### config.mk
export PLATFORM = sky130hd
export DESIGN_NAME = commutation_seq
export DESIGN_NICKNAME = d
export VERILOG_FILES = /design/src/rtl/commutation_seq.sv
export SDC_FILE = /design/constraint.sdc
export NUM_CORES = 1
export LEC_CHECK = 0
export ABC_AREA = 1
export CAP_MARGIN = 30
export CORE_UTILIZATION = 54
export CTS_BUF_LIST = sky130_fd_sc_hd__clkbuf_8
export CTS_CLUSTER_DIAMETER = 50
export CTS_CLUSTER_SIZE = 14
export DETAILED_ROUTE_END_ITERATION = 10
export PLACE_DENSITY = 0.79
export SYNTH_ARGS = -nofsm -noshare
export SYNTH_HDL_FRONTEND = slang
export SYNTH_SLANG_ARGS = --single-unit
### constraint.sdc
create_clock -name clk_i -period 2.35 [get_ports clk_i]
set_input_delay 0.47 -clock clk_i [delete_from_list [all_inputs] [get_ports clk_i]]
set_output_delay 0.47 -clock clk_i [all_outputs]
set_load 0.01 [all_outputs]
### src/rtl/commutation_seq.sv
// Six-step commutation sequencer: dead-time between steps, open-loop period ramp, low-side brake.
// Latency: every output is registered; the first drive pattern appears DEAD_CYCLES+1 cycles after enable_i rises.
// Backpressure: none; level-controlled free-running block with no handshake to stall it.
//
// Ports:
//   clk_i, rst_ni                  clock, asynchronous active-low reset
//   enable_i / brake_i             run and brake requests (brake has priority)
//   dir_i                          1 = forward step+1, 0 = reverse step-1 (used only at step advance)
//   start_period_i, period_i       initial and target drive-phase length in clk cycles (values <2 act as 2)
//   ramp_step_i                    period decrement applied at each step boundary while ramping
//   status_o                       switch enables {HA,LA,HB,LB,HC,LC}
//   step_o, step_pulse_o           current step 0..5, strobe on the last drive cycle of a step
//   running_o, locked_o            sequencer active, current period has reached the target
module commutation_seq #(
   parameter int CNT_W       = 16,
   parameter int DEAD_CYCLES = 4
) (
   input  logic             clk_i,
   input  logic             rst_ni,
   input  logic             enable_i,
   input  logic             brake_i,
   input  logic             dir_i,
   input  logic [CNT_W-1:0] start_period_i,
   input  logic [CNT_W-1:0] period_i,
   input  logic [CNT_W-1:0] ramp_step_i,
   output logic [5:0]       status_o,
   output logic [2:0]       step_o,
   output logic             step_pulse_o,
   output logic             running_o,
   output logic             locked_o
);

   typedef enum logic [2:0] {
      S_IDLE,
      S_DEAD,
      S_DRIVE,
      S_BDEAD,
      S_BRAKE
   } state_t;

   localparam logic [5:0]       BRAKE_PAT  = 6'b010101;
   localparam logic [CNT_W-1:0] DEAD_LOAD  = CNT_W'(DEAD_CYCLES - 1);
   localparam logic [CNT_W-1:0] MIN_PERIOD = CNT_W'(2);

   function automatic logic [5:0] step_pattern(input logic [2:0] s);
      case (s)
         3'd0:    step_pattern = 6'b100100;
         3'd1:    step_pattern = 6'b100001;
         3'd2:    step_pattern = 6'b001001;
         3'd3:    step_pattern = 6'b011000;
         3'd4:    step_pattern = 6'b010010;
         3'd5:    step_pattern = 6'b000110;
         default: step_pattern = 6'b000000;
      endcase
   endfunction

   function automatic logic [CNT_W-1:0] clamp_period(input logic [CNT_W-1:0] p);
      clamp_period = (p < MIN_PERIOD) ? MIN_PERIOD : p;
   endfunction

   state_t           state_q, state_d;
   logic [CNT_W-1:0] cnt_q, cnt_d;
   logic [CNT_W-1:0] cur_period_q, cur_period_d;
   logic [2:0]       step_q, step_d;
   logic [5:0]       status_q, status_d;
   logic             step_pulse_q, step_pulse_d;
   logic             running_q, running_d;
   logic             locked_q, locked_d;

   logic [CNT_W-1:0] tgt_period;
   logic [CNT_W-1:0] start_period;
   logic [CNT_W:0]   ramp_limit;
   logic [CNT_W-1:0] ramped_period;
   logic [2:0]       step_next;
   logic             go_idle;

   always_comb begin
      tgt_period   = clamp_period(period_i);
      start_period = clamp_period(start_period_i);
      // One extra bit so target + ramp never wraps.
      ramp_limit    = {1'b0, tgt_period} + {1'b0, ramp_step_i};
      ramped_period = ({1'b0, cur_period_q} > ramp_limit) ? (cur_period_q - ramp_step_i) : tgt_period;
      if (dir_i) begin
         step_next = (step_q == 3'd5) ? 3'd0 : (step_q + 3'd1);
      end else begin
         step_next = (step_q == 3'd0) ? 3'd5 : (step_q - 3'd1);
      end

      state_d      = state_q;
      cnt_d        = cnt_q;
      cur_period_d = cur_period_q;
      step_d       = step_q;
      status_d     = status_q;
      step_pulse_d = 1'b0;
      running_d    = running_q;
      locked_d     = locked_q;
      go_idle      = 1'b0;

      if (brake_i) begin
         case (state_q)
            S_BDEAD: begin
               if (cnt_q == '0) begin
                  state_d   = S_BRAKE;
                  status_d  = BRAKE_PAT;
                  running_d = 1'b0;
               end else begin
                  cnt_d = cnt_q - 1'b1;
               end
            end
            S_BRAKE: begin
               status_d = BRAKE_PAT;
            end
            default: begin
               // Every entry into brake passes through an all-off window first.
               state_d   = S_BDEAD;
               cnt_d     = DEAD_LOAD;
               status_d  = '0;
               running_d = 1'b1;
               locked_d  = 1'b0;
            end
         endcase
      end else begin
         case (state_q)
            S_IDLE: begin
               if (enable_i) begin
                  state_d      = S_DEAD;
                  cnt_d        = DEAD_LOAD;
                  step_d       = 3'd0;
                  cur_period_d = (start_period > tgt_period) ? start_period : tgt_period;
                  locked_d     = (start_period <= tgt_period);
                  running_d    = 1'b1;
                  status_d     = '0;
               end
            end
            S_DEAD: begin
               if (!enable_i) begin
                  go_idle = 1'b1;
               end else if (cnt_q == '0) begin
                  state_d  = S_DRIVE;
                  cnt_d    = cur_period_q - 1'b1;
                  status_d = step_pattern(step_q);
               end else begin
                  cnt_d = cnt_q - 1'b1;
               end
            end
            S_DRIVE: begin
               if (!enable_i) begin
                  go_idle = 1'b1;
               end else if (cnt_q == '0) begin
                  // Step boundary: the only place dir_i and period_i are used.
                  state_d      = S_DEAD;
                  cnt_d        = DEAD_LOAD;
                  status_d     = '0;
                  step_d       = step_next;
                  cur_period_d = ramped_period;
                  locked_d     = (ramped_period == tgt_period);
               end else begin
                  cnt_d        = cnt_q - 1'b1;
                  // Period is at least 2, so this never fires on the first drive cycle.
                  step_pulse_d = (cnt_q == CNT_W'(1));
               end
            end
            default: begin
               go_idle = 1'b1;
            end
         endcase
      end

      if (go_idle) begin
         state_d   = S_IDLE;
         cnt_d     = '0;
         step_d    = 3'd0;
         status_d  = '0;
         running_d = 1'b0;
         locked_d  = 1'b0;
      end
   end

   always_ff @(posedge clk_i or negedge rst_ni) begin
      if (!rst_ni) begin
         state_q      <= S_IDLE;
         cnt_q        <= '0;
         cur_period_q <= '0;
         step_q       <= 3'd0;
         status_q     <= '0;
         step_pulse_q <= 1'b0;
         running_q    <= 1'b0;
         locked_q     <= 1'b0;
      end else begin
         state_q      <= state_d;
         cnt_q        <= cnt_d;
         cur_period_q <= cur_period_d;
         step_q       <= step_d;
         status_q     <= status_d;
         step_pulse_q <= step_pulse_d;
         running_q    <= running_d;
         locked_q     <= locked_d;
      end
   end

   assign status_o     = status_q;
   assign step_o       = step_q;
   assign step_pulse_o = step_pulse_q;
   assign running_o    = running_q;
   assign locked_o     = locked_q;

endmodule

# ---- Yosys cells after proc, flatten, opt, wreduce, memory -nomap -nowiden
# Index checks and enable logic that the tools add are counted.
dict set report classes {
  n_eq_ne 27
  mux 68
  div 0
  order_cmp 5
  reduce_logical 18
  mul 0
  addsub 6
  shifts 0
  bitwise_logic 1
}
# cell n
set ops {}
lappend ops {{$mux 16} 15}
lappend ops {{$pmux 16 s2} 2}
lappend ops {{$mux 3} 16}
lappend ops {{$mux 6} 8}
lappend ops {{$pmux 16 s3} 1}
lappend ops {{$pmux 6 s6} 1}
lappend ops {{$lt 16x2->1 const B} 2}
lappend ops {{$sub 16x1->16 const B} 2}
lappend ops {{$ne 4x4->1 const B} 7}
lappend ops {{$pmux 6 s3} 1}
lappend ops {{$add 16x16->17} 1}
lappend ops {{$gt 16x17->1} 1}
lappend ops {{$mux 1} 17}
lappend ops {{$eq 16x1->1 const B} 1}
lappend ops {{$eq 16x16->1} 1}
lappend ops {{$gt 16x16->1} 1}
lappend ops {{$le 16x16->1} 1}
lappend ops {{$logic_not 16->1} 1}
lappend ops {{$sub 16x16->16} 1}
lappend ops {{$reduce_and 5->1} 3}
lappend ops {{$eq 3x2->1 const B} 4}
lappend ops {{$ne 3x3->1 const B} 4}
lappend ops {{$pmux 3 s2} 2}
lappend ops {{$pmux 6 s2} 1}
lappend ops {{20 further kinds} 31}
dict set report totals {
  latch_bits 0
  memories 0
  ramBits 0
  reg_bits 47
  rom_bits 0
  wordCells 133
}

# ---- Depth between registers and ports, before layout
# Gate-level depths: netlist (run 1).
dict set report depth {
  ltp_word 11
  ltp_mapped 34
}

# ---- Worst setup path after synthesis (run 1)
# No wires, ideal clock.
dict set report synth_path {
  path_type {input to register}
  start {input period_i[3]}
  end {register cur_period_q[13]}
  stages 30
  path_buffers 1
  slack_ns -1.948
  arrival_time_ns 4.166
  path_cell_list {inv_1 -> nand4_1 -> nor2_1 -> nor2_1 -> inv_1 -> ha_1 -> nand2_1 -> o21ai_1 -> inv_1 -> o21ai_1 -> a21oi_1 -> o21bai_1 -> a21boi_1 -> o21ai_0 -> nand2_1 -> nand2_1 -> a21oi_1 -> xor2_1 -> ha_1 -> nand2_1 -> nor2_1 -> a41oi_1 -> nand2_1 -> a21oi_2 -> nand2_1 -> clkbuf_1 -> o21ai_0 -> nand2_1 -> nand3_1 -> o21ai_0}
}
dict set report synth_between {
  elab_chain_len 8
}
# element line
set synth_lines {}
lappend synth_lines {{from (decl)} 24} ;# input logic [CNT_W-1:0] period_i,
lappend synth_lines {{$lt 16x2->1} 58} ;# clamp_period = (p < MIN_PERIOD) ? MIN_PERIOD : p;
lappend synth_lines {{$mux 16 *} 58}
lappend synth_lines {{$add 16x16->17} 81} ;# ramp_limit = {1'b0, tgt_period} + {1'b0, ramp_step_i};
lappend synth_lines {{$gt 16x17->1} 82} ;# ramped_period = ({1'b0, cur_period_q} > ramp_limit) ? (cur_period_q - ramp_step_i) : tgt_period;
lappend synth_lines {{$mux 16} 82}
lappend synth_lines {{$mux 16} 149} ;# end else if (cnt_q == '0) begin
lappend synth_lines {{$mux 16} 147} ;# if (!enable_i) begin
lappend synth_lines {{$pmux 16 s2 *} 123} ;# case (state_q)
lappend synth_lines {{to (signal assigned)} 192} ;# cur_period_q <= cur_period_d;
lappend synth_lines {{to (decl)} 63} ;# logic [CNT_W-1:0] cur_period_q, cur_period_d;
# Mark *: on every way between the ends. The rest lies on a longest branch, timed or not. The select of a mux whose other input is x is not followed.
# A chain may end at the register's enable or synchronous reset.

# ---- Worst setup path after layout (run 1)
dict set report layout_path {
  start {input period_i[6]}
  end {register cur_period_q[11]}
}
# Same word-level chain as after synthesis.

==> metrics.sh, run 1 <==
SYNTHARSTFLOPSHARE=1.000
ACHIEVABLE-FREQUENCY_MHz=226.6
ROUTE.FINAL.WIRE_LENGTH_MM=24.40
WORSTSETUPPATHTYPE='in -> reg'
CRITICAL-PATH-TOP-DELAY-FAMILY='simple AND/OR/NAND/NOR gates'
POST_SYNTH_AND_OR_NAND_NOR_AREA_FRACTION=0.2828
SYNTH_ENABLE_FLOP_CELLS=0
CTS-ROOT-BUF='sky130_fd_sc_hd__clkbuf_8'
LENGTH_OF_THE_FIRST_DETAILED_ROUTING_PASS_IN_ITERATIONS=6
SYNTH-WARNING-COUNT=0
WL_PER_CELL_UM=18.06
SYNTHTOLAYOUTAREAGROWTH_PCT=49.91
SYN-MEAN-INSTANCE-AREA_SQ_UM=6.559
CLKSINKCOUNT=47
TOTAL_OF_MAX_CAP_VIOLATIONS=0
MAX_TRANSITION_VIOLS_FINAL=0
SYNTHFLOPTYPE='sky130_fd_sc_hd__dfrtp_1'
GR-TOTAL-OVERFLOW=0
TRITONCTS_BUFFER_COUNT=5
RSZ0062_AT_GRT='yes'
SETUP-VIOLATIONS-FINAL=17
ROUTED-VIA-COUNT=8061
TIMING.FINAL.CRIT_SHARE=1.878
SYNTH_AREA_LEADER_CELL='sky130_fd_sc_hd__dfrtp_1'
TIMING_WORST_SLEW_PIN_VALUE_NS=0.5423
CRIT_PATH_TOP_DELAY_CELL='sky130_fd_sc_hd__nor4_4'
POWER.STATIC_LEAKAGE_nW=4.734
CRIT_TOP_CELL='sky130_fd_sc_hd__nand2_1'
CORE_REGION_AREA_SQ_UM=10980
CLK_PATH_BUF_DEPTH=2
CRITICAL_PATH_REQUIRED_NS=2.55
SYNTH.DISTINCT_CELLS=47
FIN_CRIT_NS=4.413
WORSTSETUPENDPOINTTYPE='register'
BUFFER_PORTS.INSERTED=64
CLOCK_SKEW_NS=0.01640
CTSHOLDBUFFERS=0
WORST_R2R_PATH_DEPTH=22
TOP_LEVEL_PORTS=65
MAXSLEWHEADROOM=0.6385
POWER.IR.VDD_WORST_mV=0.8664
DIE_W_UM=109.0
CRITICAL_PATH_MAXIMUM_FANOUT=7
HOLD_PATH.CLASS='in -> async'
PLACED_CELL_COUNT=1312
N_FILL_CELL=688
WORSTPATHARRIVAL_NS=4.61
YOSYS.AREA.TOP_TYPE_SHARE=0.1902
STATUS='finished, violations left'
CLOCK_LATENCY_NS=0.32
TIMING.RR.END='locked_o'
GP_CONGESTION=1.029
FIRST_GLOBAL_VIAS=7375
POST_SYNTH_FA_HA_MAJ_AREA_FRACTION=0.1440
DP_HPWL_MM=17.47
POST_SYNTH_INST_COUNT=943
POWER.TOTAL_mW=10.87
TRITONCTS='done'
GRT_START_MAX_NET_PINS=32
CLOCK_SLEW_AT_REPORTED_PATH_FFS_NS=0.10
HTREE_NUM_LEVELS=2
SYNTH_XOR_AREA_FRAC=0.05523
FINALCOREUTILIZATION=0.8442
CRITICAL_PATH.STARTPOINT_TYPE='input pin'
NETLIST_AREA_BEFORE_PLACEMENT_SQ_UM=6185
VIOLATED_CHECKS='negative setup slack'
RR_STARTPOINT='cur_period_q[0]'
DRT_DRC_VIOLATIONS_LEFT=0
SYNTH_TOP_FAMILY_BY_AREA='simple AND/OR/NAND/NOR gates'
SETUP_SLACK_NS=-2.063
FF2FF_SETUP_SLACK_NS=-0.57
DRTANTENNAVIOLNETS=0
LAYOUT.CELLS.NON_FILLER=1351
STARTING_DENSITY_OF_THE_CORE=0.5631
VIAS_PER_CELL=5.967
CRITPATHMAXSTAGEDELAY_NS=0.28
SYNTHESIZED_AREA_FRACTION_OCCUPIED_BY_AO_OA_AOI_AND_OAI_CELLS=0.2128
LAYOUT.NETS=1333
STD_CELL_ROWS=38
SYNTH.YOSYS.SEQ_AREA_SHARE=0.1902
SYNTH.NET_COUNT=1066
PWR_DENSITY_CELL_nW_PER_UM2=1172
GRT_ANTENNA_BEFORE_REPAIR=0
FIRST_ITER_VIOLATIONS=838
FINAL-HOLD-VIOLATION-COUNT=0
DIE_HEIGHT_UM=109.0
GRT_FIRST_PASS_WIRELENGTH_MM=36.62
ANTENNA_CELLS_INSERTED=0
SYNTHESIZED_FLOP_AND_LATCH_TOTAL=47
SHARE_OF_LAYOUT_CELLS_ABOVE_DRIVE_STRENGTH_1=0.3113
GLOBALROUTETOTALUTIL=0.4018
SYNTH_MUX_AREA_FRAC=0
TOP_CELLS_BY_AREA_IN_THE_SYNTHESIZED_NETLIST='sky130_fd_sc_hd__dfrtp_1, sky130_fd_sc_hd__ha_1, sky130_fd_sc_hd__nand2_1'
DIE_AREA_SQ_UM=11890
CRITICAL_PATH.N_BUFFERS_INVERTERS=8
==> timing repair <==
action,4_1_cts,5_1_grt
hold endpoints to repair,0,0
cloned,4,0
setup buffers,22,7
setup endpoints to repair,18,20
pin swaps,48,42
resized for setup,115,43
==> through the flow <==
| stage | hold slack [ns] | worst slack [ns] | setup TNS (ns) | instance area (sq um) |
|---|---|---|---|---|
| floorplan | 0.1744 | -1.757 | -29.06 | 6297 |
| global placement | 0.4624 | -2.631 | -42.69 | 8518 |
| detailed placement | 0.4636 | -2.814 | -45.62 | 8518 |
| CTS | 0.1216 | -1.929 | -31.39 | 9044 |
| global route | 0.1310 | -2.244 | -36.27 | 9271 |
| finish | 0.1164 | -2.063 | -33.33 | 9271 |
==> report_power, final <==
part           internal [mW]  switching [mW]  total (mW)
clock                  0.317           0.308       0.625
combinational           3.86            4.81        8.67
sequential              1.13           0.443        1.57
==> cells in the mapped netlist, types with 12 or more instances <==
cell type,count
sky130_fd_sc_hd__clkbuf_1,40
sky130_fd_sc_hd__o21ai_1,15
sky130_fd_sc_hd__nand2_1,168
sky130_fd_sc_hd__dfrtp_1,47
sky130_fd_sc_hd__nor2_1,97
sky130_fd_sc_hd__nand3_1,39
sky130_fd_sc_hd__ha_1,68
sky130_fd_sc_hd__nor3_1,16
sky130_fd_sc_hd__nand4_1,43
sky130_fd_sc_hd__a21oi_1,62
sky130_fd_sc_hd__inv_2,12
sky130_fd_sc_hd__a211oi_1,17
sky130_fd_sc_hd__xor2_1,28
sky130_fd_sc_hd__inv_1,125
sky130_fd_sc_hd__o21ai_0,59
==> layout by cell type, fill, tap and decap left out, types with 10 or more instances in the layout <==
| master | count |
|---|---|
| sky130_fd_sc_hd__nand4_1 | 43 |
| sky130_fd_sc_hd__buf_6 | 13 |
| sky130_fd_sc_hd__a21oi_1 | 58 |
| sky130_fd_sc_hd__nand3_1 | 36 |
| sky130_fd_sc_hd__a211oi_2 | 13 |
| sky130_fd_sc_hd__ha_1 | 65 |
| sky130_fd_sc_hd__inv_2 | 17 |
| sky130_fd_sc_hd__clkdlybuf4s50_1 | 48 |
| sky130_fd_sc_hd__buf_4 | 224 |
| sky130_fd_sc_hd__o21ai_0 | 45 |
| sky130_fd_sc_hd__dfrtp_1 | 47 |
| sky130_fd_sc_hd__nor3_1 | 13 |
| sky130_fd_sc_hd__nor2_1 | 81 |
| sky130_fd_sc_hd__nor2_2 | 12 |
| sky130_fd_sc_hd__xnor2_1 | 10 |
| sky130_fd_sc_hd__inv_1 | 119 |
| sky130_fd_sc_hd__xor2_1 | 28 |
| sky130_fd_sc_hd__o21ai_1 | 24 |
| sky130_fd_sc_hd__nand2_1 | 158 |
==> kinds of logic after synthesis <==
logic type                 Yosys count
and+or+nand+nor                    389
AOI/OAI and AO/OA                  213
buffers and inverters              185
adders and majority gates           70
DFF                                 47
xor gates and xnor gates            39
==> layer usage <==
layer  share of wire  routed length, um  vias to the layer above  GRT usage
met1            0.41               9956                     3722     0.5372
met5               0                  0                        -          0
li1                -                  -                     3729          -
met4           0.054               1309                        0     0.1689
met3            0.11               2645                      129     0.1076
met2            0.43              10490                      481     0.6065
==> sequential cells by signal (all words and copies together) (netlist names) <==
name / count
running_o: 1
status_o: 6
state_q: 3
step_o: 3
cur_period_q: 16
locked_o: 1
step_pulse_o: 1
cnt_q: 16
==> how the worst max path moves through the flow <==
stage                start                to  cells after the start
2_1_floorplan  period_i[7]  cur_period_q[13]                     30
3_3_place_gp   period_i[7]          locked_o                     33
3_5_place_dp   period_i[7]          locked_o                     32
4_1_cts        period_i[4]          locked_o                     36
5_1_grt        period_i[9]          locked_o                     38
6_report       period_i[6]  cur_period_q[11]                     32
==> final cells by class <==
type                            instances  area (sq um)  area share
Clock inverter                          3         43.79    0.004723
Timing Repair Buffer                  308          2615      0.2821
Clock buffer                            5         68.82    0.007422
Sequential cell                        47          1176      0.1269
Inverter                              137         516.7     0.05574
Tap cell                              140         175.2     0.01889
Multi-Input combinational cell        711          4676      0.5043
Power figures use the tool's default switching activity.
==> inputs of run 2 (changes only) <==
Settings changed: CTS_CLUSTER_DIAMETER 50 to 120.
==> results of run 2 <==
The final DEF is identical to that of run 1; final timing and power are the same.
